### src/rtl/write_ddr_packer_if.sv
// Sample-in / packed-word-out handshake bundle for the DDR write packer.
// The slave modport is the packer; master is the side that feeds samples and takes words.
interface write_ddr_packer_if #(
  parameter int IN_WIDTH  = 32,
  parameter int OUT_WIDTH = 256
);
  logic                   s_valid;
  logic                   s_ready;
  logic [IN_WIDTH-1:0]    s_data;
  logic                   flush;
  logic                   m_valid;
  logic                   m_ready;
  logic [OUT_WIDTH-1:0]   m_data;
  logic [OUT_WIDTH/8-1:0] m_keep;
  logic                   m_last;

  modport master (
    output s_valid, s_data, flush, m_ready,
    input  s_ready, m_valid, m_data, m_keep, m_last
  );

  modport slave (
    input  s_valid, s_data, flush, m_ready,
    output s_ready, m_valid, m_data, m_keep, m_last
  );
endinterface

### src/rtl/write_ddr_packer.sv
// Packs 32-bit samples (lane 0 first) into 256-bit DDR words, groups words into
// bursts with a last flag, and flushes a partial word with byte enables on request.
module write_ddr_packer #(
  parameter int IN_WIDTH  = 32,
  parameter int OUT_WIDTH = 256,
  parameter int BURST_LEN = 16,
  parameter int CNT_WIDTH = 16
) (
  input  logic                 clk,
  input  logic                 rst,
  write_ddr_packer_if.slave    bus,
  output logic                 busy,
  output logic [CNT_WIDTH-1:0] word_cnt
);
  localparam int RATIO      = OUT_WIDTH / IN_WIDTH;
  localparam int LW         = $clog2(RATIO);
  localparam int BW         = $clog2(BURST_LEN);
  localparam int KW         = OUT_WIDTH / 8;
  localparam int LANE_BYTES = IN_WIDTH / 8;

  logic [OUT_WIDTH-1:0] pack;
  logic [LW-1:0]        lane;
  logic [BW-1:0]        burst_cnt;
  logic                 flush_pend;

  logic          free;
  logic          lane_full;
  logic          accept;
  logic          full_load;
  logic          flush_emit;
  logic          burst_end;
  logic [KW-1:0] part_keep;

  assign free        = !bus.m_valid || bus.m_ready;
  assign lane_full   = (lane == LW'(RATIO - 1));
  assign bus.s_ready = !flush_pend && !(lane_full && !free);
  assign accept      = bus.s_valid && bus.s_ready;
  assign full_load   = accept && lane_full;
  assign flush_emit  = flush_pend && (lane != '0) && free;
  assign burst_end   = (burst_cnt == BW'(BURST_LEN - 1));
  assign busy        = (lane != '0) || bus.m_valid || flush_pend;

  always_comb begin
    part_keep = '0;
    for (int unsigned i = 0; i < RATIO; i++) begin
      if (i < 32'(lane)) part_keep[i*LANE_BYTES +: LANE_BYTES] = '1;
    end
  end

  always_ff @(posedge clk or posedge rst) begin
    if (rst) begin
      pack        <= '0;
      lane        <= '0;
      burst_cnt   <= '0;
      flush_pend  <= 1'b0;
      bus.m_valid <= 1'b0;
      bus.m_data  <= '0;
      bus.m_keep  <= '0;
      bus.m_last  <= 1'b0;
      word_cnt    <= '0;
    end else begin
      if (full_load || flush_emit) begin
        bus.m_valid <= 1'b1;
      end else if (bus.m_ready) begin
        bus.m_valid <= 1'b0;
      end

      if (bus.m_valid && bus.m_ready) word_cnt <= word_cnt + CNT_WIDTH'(1);

      // Flush pending blocks s_ready, so a full-word load and a flush emit never coincide.
      if (full_load) begin
        bus.m_data <= {bus.s_data, pack[OUT_WIDTH-IN_WIDTH-1:0]};
        bus.m_keep <= '1;
        bus.m_last <= burst_end || bus.flush;
        burst_cnt  <= (burst_end || bus.flush) ? '0 : burst_cnt + BW'(1);
        pack       <= '0;
        lane       <= '0;
      end else if (accept) begin
        pack[32'(lane)*IN_WIDTH +: IN_WIDTH] <= bus.s_data;
        lane <= lane + LW'(1);
      end else if (flush_emit) begin
        bus.m_data <= pack;
        bus.m_keep <= part_keep;
        bus.m_last <= 1'b1;
        burst_cnt  <= '0;
        pack       <= '0;
        lane       <= '0;
      end

      // A flush that completes a full word closes the burst directly and leaves nothing pending.
      if (flush_pend) begin
        if (lane == '0) begin
          flush_pend <= 1'b0;
          burst_cnt  <= '0;
        end else if (flush_emit) begin
          flush_pend <= 1'b0;
        end
      end else if (bus.flush && !full_load) begin
        flush_pend <= 1'b1;
      end
    end
  end
endmodule

### src/flat_wrapper.sv
// flat-port wrapper written by rule: the top's interface ports become plain ports
module write_ddr_packer_flat 
#(
  parameter int IN_WIDTH  = 32,
  parameter int OUT_WIDTH = 256,
  parameter int BURST_LEN = 16,
  parameter int CNT_WIDTH = 16
)
  (clk, rst, busy, word_cnt, bus_s_valid, bus_s_data, bus_flush, bus_m_ready, bus_s_ready, bus_m_valid, bus_m_data, bus_m_keep, bus_m_last);
  write_ddr_packer_if #(.IN_WIDTH(IN_WIDTH), .OUT_WIDTH(OUT_WIDTH)) bus_i ();
  input  logic clk;
  input  logic rst;
  output logic busy;
  output logic [CNT_WIDTH-1:0] word_cnt;
  input wire logic [$bits(bus_i.s_valid)-1:0] bus_s_valid;
  input wire logic [$bits(bus_i.s_data)-1:0] bus_s_data;
  input wire logic [$bits(bus_i.flush)-1:0] bus_flush;
  input wire logic [$bits(bus_i.m_ready)-1:0] bus_m_ready;
  output wire logic [$bits(bus_i.s_ready)-1:0] bus_s_ready;
  output wire logic [$bits(bus_i.m_valid)-1:0] bus_m_valid;
  output wire logic [$bits(bus_i.m_data)-1:0] bus_m_data;
  output wire logic [$bits(bus_i.m_keep)-1:0] bus_m_keep;
  output wire logic [$bits(bus_i.m_last)-1:0] bus_m_last;
  assign bus_i.s_valid = bus_s_valid;
  assign bus_i.s_data = bus_s_data;
  assign bus_i.flush = bus_flush;
  assign bus_i.m_ready = bus_m_ready;
  assign bus_s_ready = bus_i.s_ready;
  assign bus_m_valid = bus_i.m_valid;
  assign bus_m_data = bus_i.m_data;
  assign bus_m_keep = bus_i.m_keep;
  assign bus_m_last = bus_i.m_last;
  write_ddr_packer #(.IN_WIDTH(IN_WIDTH), .OUT_WIDTH(OUT_WIDTH), .BURST_LEN(BURST_LEN), .CNT_WIDTH(CNT_WIDTH)) u_core (.clk(clk), .rst(rst), .bus(bus_i), .busy(busy), .word_cnt(word_cnt));
endmodule
### config.mk
export PLATFORM = sky130hd
export DESIGN_NAME = write_ddr_packer_flat
export DESIGN_NICKNAME = d
export VERILOG_FILES = /design/src/rtl/write_ddr_packer_if.sv /design/src/rtl/write_ddr_packer.sv /design/src/flat_wrapper.sv
export SDC_FILE = /design/constraint.sdc
export NUM_CORES = 1
export LEC_CHECK = 0
export BUFFER_PORTS_ARGS = -buffer_cell sky130_fd_sc_hd__buf_2
export CELL_PAD_IN_SITES_DETAIL_PLACEMENT = 1
export CELL_PAD_IN_SITES_GLOBAL_PLACEMENT = 2
export CORE_MARGIN = 4
export CORE_UTILIZATION = 30
export DETAILED_ROUTE_END_ITERATION = 16
export PLACE_DENSITY = 0.72
export SYNTH_ARGS = -nofsm -noshare
export SYNTH_HDL_FRONTEND = slang
export SYNTH_SLANG_ARGS = --single-unit
### constraint.sdc
create_clock -name clk -period 23.9 [get_ports clk]
set_input_delay 2.39 -clock clk [delete_from_list [all_inputs] [get_ports clk]]
set_output_delay 2.39 -clock clk [all_outputs]
set_load 0.005 [all_outputs]
==> out/results.ini <==
[run_status]
status=finished clean

[worst_setup_path]
r2r-start=u_core.lane[0]
worstPathCellList=buf_2 > and3b_1 > nor2_1 > buf_2
cp.required_ns=21.51
cpPeakStageDelay_ns=0.24
timing.rr.end=u_core.bus.m_data[83]
path_delay_family=simple AND/OR/NAND/NOR gates
cp_slowest_cell=and3b_1
critical_path_class=input pin to output port
critPathCaptureType=output port
path_buf_inv=2
arrival_ns=3.16
path_max_fanout=6
path_common_cell=buf_2
r2r_cells=9
critPathLaunchType=input pin
ff2ff_setup_slack_ns=19.04

[flow_run]
maxCapViolCount=0

[global_routing]
antenna_found_initial=2
grt_usage=0.187
grt_pass1_wl_mm=110
grt_pass1_vias=17300
grt_max_degree=231
grt_overflow_total=0

[routing]
drt-total-wl_mm=71.2
drc=0
drt_iter0_drc=1061
via_count=16200
post_drt_via_cell_ratio=4.91
wl_per_cell_um=21.6
ant_nets=0
first_pass_iters=5

[sta]
finalSetupTns_ns=0
relSlewSlack=0.128
slew_viol_final=0
worstMarginPinSlew_ns=1.31
finalCritPeriodShare=0.232
rsz0062_at_grt=no
setup_viol=0
finalClockSkew_ns=0.0219
hold_viol=0
max_freq_ghz=0.180
final.min_clock_period_ns=5.55

[placement]
hpwlAfterDp_mm=45.8
dp_cells=3181
numPortBuffers=344
placed_cell_area_sq_mm=0.0236
gp_congestion=0.783

[layout]
final_area_sq_mm=0.0257
n_fill_cell=7990
syn2layout_area_growth_pct=20.9
utilization=0.366
finalNetCount=2347
finalNonFillerCells=3292
final_layout_size_suffix_gt1_frac=0.206

[synthesis]
async_flop_share=1.00
ys_ff_latch=546
synth_warnings=0
yosysSeqAreaShare=0.643
synth-edff-count=0
synth_area_leaders=dfrtp_1 (64%), nand2_1 (15%), a22o_1 (7.8%), buf_2 (2.0%), o22ai_1 (1.8%)
synth_common_cells=nand2_1 (828), dfrtp_1 (546), a22o_1 (190), buf_2 (84), o22ai_1 (62)
synth_area_leader_cell=dfrtp_1
synth_top_area_share=0.643
ys.flop_type=dfrtp_1
ys_types=46
yosysMostFrequentCell=nand2_1
syn-num-nets=2086
syn_area_sq_mm=0.0212
synthCells=2042
syn_avg_cell_area_sq_um=10.4

[hold_path]
whs_path_depth=1
hold_path_class=flip-flop to flip-flop
hp-start=u_core.word_cnt[15]
hold_end=u_core.word_cnt[15]

[floorplanning]
start_util=0.303
row_count=97
dieHeight_um=274
die_width_um=274
dieArea_sq_mm=0.0751
ios=345
coreArea_sq_mm=0.0701

[clock_tree]
postCtsHoldBufs=0
cts_root_buffer=clkbuf_16
clock_tree.buffer_depth=3
postCtsSetupRepairBufs=0
cts_resized=0
clk_latency_ns=0.62
cts_sinks=546
h-tree-depth=2
cts.clk_slew.worst_paths_ns=0.06
numCtsBuffers=60
cts_tree=done

[pwr]
power_density_mw_per_mm2=128
p_total_w=0.00329
p_leak_nw=13.8
peakVddDrop_uv=81.1

kinds of logic after synthesis:
family,Yosys count,synth area share
adders and majority gates,7,0.00412
buffers and inverters,167,0.0391
xor gates and xnor gates,17,0.00701
DFF,546,0.643
AOI/OAI and AO/OA,314,0.116
muxes,4,0.00194
and+or+nand+nor,987,0.188
sequential cells by signal, summed over array words and instances (netlist names):
signal / flops
u_core.flush_pend: 1
u_core.bus.m_data: 256
u_core.bus.m_keep: 8
u_core.lane: 3
u_core.pack: 256
u_core.bus.m_last: 1
u_core.word_cnt: 16
u_core.bus.m_valid: 1
u_core.burst_cnt: 4
per-stage QoR:
stage / worst slack [ns] / hold slack (ns)
5_1_grt: 18.32 / 0.478
2_1_floorplan: 6.25 / 0.439
4_1_cts: 18.36 / 0.465
3_5_place_dp: 18.36 / 0.454
3_3_place_gp: 18.36 / 0.452
6_report: 18.35 / 0.460
cells in the final DEF (no fill, tap or decap), types with 2 or more instances in the layout:
master      instances
nand4_1             6
a32o_1              2
a31oi_4             4
diode_2             2
mux2i_1             3
o2bb2ai_4           2
nand3_1            10
o21ai_0             4
inv_1               4
and3_1              4
ha_1                6
nor3b_1             2
and4_1              3
buf_2             344
nor2_1             47
clkinv_2           10
clkbuf_8           13
a22o_1            190
buf_4              15
clkinvlp_4          4
and3b_1             3
clkbuf_16          60
xnor2_1            11
nor3_1              2
o211ai_1            4
nand3b_1            2
and3_2              4
a31oi_1            34
nor3_2              2
clkbuf_1           13
o22ai_1            62
buf_12              2
nand2b_1           34
dfrtp_1           546
nand2b_2            2
nor2b_1            33
xor2_1              6
bufinv_16           7
nand2_1           827
a21oi_1             4
worst max path at each step:
stage                start                  end  slack, ns  cells after the start
2_1_floorplan          rst  u_core.burst_cnt[0]       6.25                      1
3_3_place_gp   bus_m_ready          bus_s_ready      18.36                      4
3_5_place_dp   bus_m_ready          bus_s_ready      18.36                      4
4_1_cts        bus_m_ready          bus_s_ready      18.36                      4
5_1_grt        bus_m_ready          bus_s_ready      18.32                      4
6_report       bus_m_ready          bus_s_ready      18.35                      4
layer usage:
metal  track usage  routed length (um)  vias to the layer above
li1              -                   -                     7285
met1         0.270               33400                     8456
met2         0.302               33600                      351
met3        0.0307                3250                       69
met4        0.0351                1030                        2
met5             0                   8                        -
power breakdown:
| part | switching, W | total [W] | internal, W | leakage (nW) |
|---|---|---|---|---|
| registers | 0.000178 | 0.00135 | 0.00117 | 7.55 |
| clock network | 0.000388 | 0.000964 | 0.000576 | 0.998 |
| logic | 0.000673 | 0.000981 | 0.000308 | 5.29 |
cell type report:
type                       count  area [sq um]  share of cell area
clock buffer                  86          1730              0.0673
antenna                        2          5.00            0.000195
clock inverter                23           315              0.0123
tap                          940          1180              0.0458
sequential                   546         13700               0.532
multi-input combinational   1329          6890               0.268
timing repair buffer         361          1870              0.0730
inverter                       5          26.3             0.00102
Note: power is estimated with default switching activity, not from simulation.
